**src/rtl/red_blob_tracker.sv**
```systemverilog
// Red-pixel classifier and per-frame bounding-box / pixel-count accumulator.
// Consumes H/S/V samples and publishes one result set per completed frame.
module red_blob_tracker #(
  parameter int FRAME_W    = 320,
  parameter int FRAME_H    = 240,
  parameter int HUE_RED_LO = 20,
  parameter int HUE_RED_HI = 340,
  parameter int SAT_MIN    = 12,
  parameter int VAL_MIN    = 16
) (
  input  logic        clock,
  input  logic        reset,
  input  logic        in_valid,
  input  logic        in_sof,
  input  logic [8:0]  in_H,
  input  logic [5:0]  in_S,
  input  logic [5:0]  in_V,
  output logic        out_mask,
  output logic        out_mask_valid,
  output logic [8:0]  box_x_min,
  output logic [8:0]  box_x_max,
  output logic [7:0]  box_y_min,
  output logic [7:0]  box_y_max,
  output logic [16:0] pix_count,
  output logic        found,
  output logic        result_valid
);

  localparam logic WAIT_SOF = 1'b0;
  localparam logic ACCUM    = 1'b1;

  localparam logic [8:0]  HUE_LO = 9'(HUE_RED_LO);
  localparam logic [8:0]  HUE_HI = 9'(HUE_RED_HI);
  localparam logic [5:0]  S_MIN  = 6'(SAT_MIN);
  localparam logic [5:0]  V_MIN  = 6'(VAL_MIN);
  localparam logic [8:0]  X_LAST = 9'(FRAME_W - 1);
  localparam logic [7:0]  Y_LAST = 8'(FRAME_H - 1);
  localparam logic [16:0] CNT_MAX = 17'h1FFFF;

  logic        state_q, state_d;
  logic [8:0]  x_q, x_d;
  logic [7:0]  y_q, y_d;
  logic [8:0]  acc_x_min_q, acc_x_min_d, acc_x_max_q, acc_x_max_d;
  logic [7:0]  acc_y_min_q, acc_y_min_d, acc_y_max_q, acc_y_max_d;
  logic [16:0] acc_cnt_q, acc_cnt_d;
  logic        mask_q, mask_d, mask_valid_q, mask_valid_d;
  logic [8:0]  box_x_min_q, box_x_min_d, box_x_max_q, box_x_max_d;
  logic [7:0]  box_y_min_q, box_y_min_d, box_y_max_q, box_y_max_d;
  logic [16:0] pix_count_q, pix_count_d;
  logic        found_q, found_d, result_valid_q, result_valid_d;

  logic        hit;
  logic [8:0]  upd_x_min, upd_x_max;
  logic [7:0]  upd_y_min, upd_y_max;
  logic [16:0] upd_cnt;

  assign hit = in_valid & ((in_H <= HUE_LO) | (in_H >= HUE_HI)) &
               (in_S >= S_MIN) & (in_V >= V_MIN);

  // Accumulator values after folding in the current pixel at (x_q, y_q).
  always_comb begin
    upd_x_min = acc_x_min_q;
    upd_x_max = acc_x_max_q;
    upd_y_min = acc_y_min_q;
    upd_y_max = acc_y_max_q;
    upd_cnt   = acc_cnt_q;
    if (hit) begin
      if (acc_cnt_q == 17'd0) begin
        upd_x_min = x_q;
        upd_x_max = x_q;
        upd_y_min = y_q;
        upd_y_max = y_q;
      end else begin
        if (x_q < acc_x_min_q) upd_x_min = x_q;
        if (x_q > acc_x_max_q) upd_x_max = x_q;
        if (y_q < acc_y_min_q) upd_y_min = y_q;
        if (y_q > acc_y_max_q) upd_y_max = y_q;
      end
      if (acc_cnt_q != CNT_MAX) upd_cnt = acc_cnt_q + 17'd1;
    end
  end

  always_comb begin
    state_d        = state_q;
    x_d            = x_q;
    y_d            = y_q;
    acc_x_min_d    = acc_x_min_q;
    acc_x_max_d    = acc_x_max_q;
    acc_y_min_d    = acc_y_min_q;
    acc_y_max_d    = acc_y_max_q;
    acc_cnt_d      = acc_cnt_q;
    box_x_min_d    = box_x_min_q;
    box_x_max_d    = box_x_max_q;
    box_y_min_d    = box_y_min_q;
    box_y_max_d    = box_y_max_q;
    pix_count_d    = pix_count_q;
    found_d        = found_q;
    result_valid_d = 1'b0;

    mask_valid_d = in_valid & ((state_q == ACCUM) | in_sof);
    mask_d       = mask_valid_d & hit;

    if (in_valid) begin
      if (in_sof) begin
        // A start-of-frame pixel always restarts the frame, discarding any partial one.
        state_d     = ACCUM;
        x_d         = 9'd1;
        y_d         = 8'd0;
        acc_x_min_d = 9'd0;
        acc_x_max_d = 9'd0;
        acc_y_min_d = 8'd0;
        acc_y_max_d = 8'd0;
        acc_cnt_d   = hit ? 17'd1 : 17'd0;
      end else if (state_q == ACCUM) begin
        if (x_q == X_LAST && y_q == Y_LAST) begin
          box_x_min_d    = upd_x_min;
          box_x_max_d    = upd_x_max;
          box_y_min_d    = upd_y_min;
          box_y_max_d    = upd_y_max;
          pix_count_d    = upd_cnt;
          found_d        = (upd_cnt != 17'd0);
          result_valid_d = 1'b1;
          state_d        = WAIT_SOF;
          x_d            = 9'd0;
          y_d            = 8'd0;
          acc_x_min_d    = 9'd0;
          acc_x_max_d    = 9'd0;
          acc_y_min_d    = 8'd0;
          acc_y_max_d    = 8'd0;
          acc_cnt_d      = 17'd0;
        end else begin
          acc_x_min_d = upd_x_min;
          acc_x_max_d = upd_x_max;
          acc_y_min_d = upd_y_min;
          acc_y_max_d = upd_y_max;
          acc_cnt_d   = upd_cnt;
          if (x_q == X_LAST) begin
            x_d = 9'd0;
            y_d = y_q + 8'd1;
          end else begin
            x_d = x_q + 9'd1;
          end
        end
      end
    end
  end

  always_ff @(posedge clock) begin
    if (!reset) begin
      state_q        <= WAIT_SOF;
      x_q            <= '0;
      y_q            <= '0;
      acc_x_min_q    <= '0;
      acc_x_max_q    <= '0;
      acc_y_min_q    <= '0;
      acc_y_max_q    <= '0;
      acc_cnt_q      <= '0;
      mask_q         <= 1'b0;
      mask_valid_q   <= 1'b0;
      box_x_min_q    <= '0;
      box_x_max_q    <= '0;
      box_y_min_q    <= '0;
      box_y_max_q    <= '0;
      pix_count_q    <= '0;
      found_q        <= 1'b0;
      result_valid_q <= 1'b0;
    end else begin
      state_q        <= state_d;
      x_q            <= x_d;
      y_q            <= y_d;
      acc_x_min_q    <= acc_x_min_d;
      acc_x_max_q    <= acc_x_max_d;
      acc_y_min_q    <= acc_y_min_d;
      acc_y_max_q    <= acc_y_max_d;
      acc_cnt_q      <= acc_cnt_d;
      mask_q         <= mask_d;
      mask_valid_q   <= mask_valid_d;
      box_x_min_q    <= box_x_min_d;
      box_x_max_q    <= box_x_max_d;
      box_y_min_q    <= box_y_min_d;
      box_y_max_q    <= box_y_max_d;
      pix_count_q    <= pix_count_d;
      found_q        <= found_d;
      result_valid_q <= result_valid_d;
    end
  end

  assign out_mask       = mask_q;
  assign out_mask_valid = mask_valid_q;
  assign box_x_min      = box_x_min_q;
  assign box_x_max      = box_x_max_q;
  assign box_y_min      = box_y_min_q;
  assign box_y_max      = box_y_max_q;
  assign pix_count      = pix_count_q;
  assign found          = found_q;
  assign result_valid   = result_valid_q;

endmodule
```
**config.mk**
```make
export PLATFORM = sky130hd
export DESIGN_NAME = red_blob_tracker
export DESIGN_NICKNAME = d
export VERILOG_FILES = /design/src/rtl/red_blob_tracker.sv
export SDC_FILE = /design/constraint.sdc
export NUM_CORES = 1
export LEC_CHECK = 0
export ABC_AREA = 1
export CELL_PAD_IN_SITES_DETAIL_PLACEMENT = 0
export CELL_PAD_IN_SITES_GLOBAL_PLACEMENT = 2
export CORE_UTILIZATION = 34
export CTS_CLUSTER_DIAMETER = 200
export CTS_CLUSTER_SIZE = 28
export DETAILED_ROUTE_END_ITERATION = 8
export PLACE_DENSITY_LB_ADDON = 0.25
export SETUP_SLACK_MARGIN = 0.4
export SKIP_CTS_REPAIR_TIMING = 1
export SYNTH_ARGS = -nofsm -noshare
export SYNTH_HDL_FRONTEND = slang
export SYNTH_SLANG_ARGS = --single-unit
```
**constraint.sdc**
```tcl
create_clock -name clock -period 4.7 [get_ports clock]
set_clock_uncertainty 0.15 [all_clocks]
set_input_delay 0.94 -clock clock [delete_from_list [all_inputs] [get_ports clock]]
set_output_delay 0.94 -clock clock [all_outputs]
set_load 0.005 [all_outputs]
```
==> results.md <==
* Outcome: finished clean
* Die Area at 0.0214 mm2
* CTS sink cnt at 124
* Layout cells sized above 1 at 8.63%
* Synth Flop Type: dfxtp_1
* Fmax at 318 MHz
* Clock root cell: clkbuf_16
* Remaining global-route overflow at 0
* Final Hold Vio Count at 0
* Worst Path Required at 4880 ps
* Die height at 146 um
* PwrDens at 298 mW/mm2
* #FFs+latches synth at 124
* Logic pwr share at 6.8%
* CP Capture Type: register
* Tmin final at 3150 ps
* Post-DR wirelength/cell at 14.1 um
* Sw Share at 24.8%
* Max-slew headroom at 32.9%
* Drt first pass iters at 7
* Core area at 0.0203 mm2
* Die W at 146 um
* Mapped Area at 0.00708 mm2
* Distinct cells, synth at 40
* Final setup fails at 0
* Syn Inst Count at 1039
* Worst-Skew Late Latency at 420 ps
* Worst reg-to-reg setup slack at 2000 ps
* Starting DRC count in detailed routing at 278
* Area Overhead vs Synth at 22.2%
* Worst-path clk slew at 50 ps
* CTS tree: built
* GRT Overall Usage at 19.0%
* Leakage at 3.79 nW
* CP Data Arrival Time at 3330 ps
* Rows at 52
* Worst slew pin tran at 1010 ps
* Pwr Total at 2.58 mW
* Syn nets at 1100
* I/O pin total at 80
* Yosys top cell area share at 35.1%
* Largest net degree at the start of global routing at 37
* Max-cap violations at 0
* Post-DP HPWL at 14.3 mm
* Clk pwr share at 52.0%
* CTS buffer count at 17
* DRC errors left at 0
* P_sw at 639 uW
* First-pass GRT wire length at 32.2 mm
* Final Slew Violations at 0
* Leading area contributor after synthesis: dfxtp_1
* EDFF count, synth at 0
* Worst IR drop on VDD at 0.233 mV
* Routed WL at 19.5 mm
* DR vias at 6599
* Leading post-synthesis cells by cell area: dfxtp_1, nand2_1, inv_1
* Top-count cell post-synth: nand2_1
* Setup crit start kind: input port
* Worst Path Max Fanout at 25
* Synthesis warning total at 0
* Nets@finish at 1161
* Seq/Total Area, Yosys at 35.1%
* Diode count at 0
* Commonest cells in the netlist: nand2_1, inv_1, dfxtp_1
* Sequential power share at 41.2%
* Critical path class: in2reg
* Setup TNS at 0 ps
* Antenna viol nets, final at 0
* Asr flop ratio synth at 0%
* Clock buffer depth at 2
* # H-tree levels at 4
* Syn avg cell area at 6.82 um2
* Port-buffer cells at 73
* Filler cells at 2186
* Starting density of the core at 34.9%
* RSZ-0062 raised after global routing: false
* Antenna violations before repair at 0
* Vias per Instance at 4.77
* Internal power at 1.94 mW
* Worst hold path class: reg2reg
* RD Place Congestion at 0.810
* Final worst path period share at 67.0%
* Number of global-route vias before repair at 6158
[through the flow]
| stage | utilization (%) | instance area [um2] | hold slack (ps) | worst slack, ps | instances |
|---|---|---|---|---|---|
| after floorplan | - | 7080 | 294 | 2360 | 1039 |
| after detailed placement | 39.6 | 8050 | 305 | 1110 | 1351 |
| after CTS | 42.6 | 8650 | 314 | 1530 | 1383 |
| final | 42.6 | 8650 | 313 | 1550 | 1383 |
| after global placement | 39.6 | 8050 | 301 | 1120 | 1351 |
| after global routing | 42.6 | 8650 | 325 | 1390 | 1383 |
[metal layers]
metal  routed length [um]  track usage, %
met1                 9720            25.8
met2                 9050            30.7
met3                  629            3.81
met4                  129            4.58
met5                    0               0
[critical path: stages]
cell             delay, ps
clkdlybuf4s50_1        630
nand2_1                190
nand2_1                170
inv_1                  780
buf_4                  370
nand2_1                 70
a21oi_1                170
[cell families after synthesis]
group | Yosys count | share of synthesized area, %
buf+inv | 195 | 11.2
simple gates | 471 | 29.0
flops | 124 | 35.1
xor+xnor | 12 | 1.48
fa+ha+maj | 36 | 6.36
compound gates | 201 | 16.8
[path summary, 6_finish.rpt]
path	startpoint	endpoint	depth (start not counted)
max	in_sof	acc_cnt_q[3]	7
min	acc_x_min_q[5]	acc_x_min_q[5]	2
max reg2reg	x_q[1]	box_x_max[5]	10
min reg2reg	acc_x_min_q[5]	acc_x_min_q[5]	2
[flip-flops by register name, summed over array words and instances, names as in the netlist]
signal          cells
acc_cnt_q          17
acc_x_max_q         9
acc_x_min_q         9
acc_y_max_q         8
acc_y_min_q         8
box_x_max           9
box_x_min           9
box_y_max           8
box_y_min           8
found               1
out_mask            1
out_mask_valid      1
pix_count          17
result_valid        1
state_q             1
x_q                 9
y_q                 8
[cell type report]
cell class                 count  area (um2)  share of cell area (%)
multi-input combinational    720        3820                    44.1
tap                          270         338                    3.90
sequential                   124        2480                    28.7
inverter                     153         574                    6.64
timing repair buffer          84         833                    9.63
clock inverter                12         139                    1.61
clock buffer                  20         467                    5.39
[power by group through the flow]
stage | clock network (mW) | logic, mW | registers [mW]
floorplan | 0 | 0.116 | 1.08
global placement | 0 | 0.178 | 1.08
detailed placement | 0 | 0.178 | 1.08
CTS | 1.38 | 0.179 | 1.06
global route | 1.43 | 0.198 | 1.06
finish | 1.34 | 0.176 | 1.06
[cells in the final DEF (no fill, tap or decap), types with 17 or more instances in the layout]
cell / count
inv_1: 131
inv_2: 21
nand3_1: 92
nand4_1: 19
a21o_1: 25
dfxtp_1: 124
a21oi_1: 78
clkbuf_16: 17
o21ai_0: 38
nor2_1: 44
nand2_1: 275
clkdlybuf4s50_1: 72
ha_1: 36
Note: power is estimated with default switching activity, not from simulation.
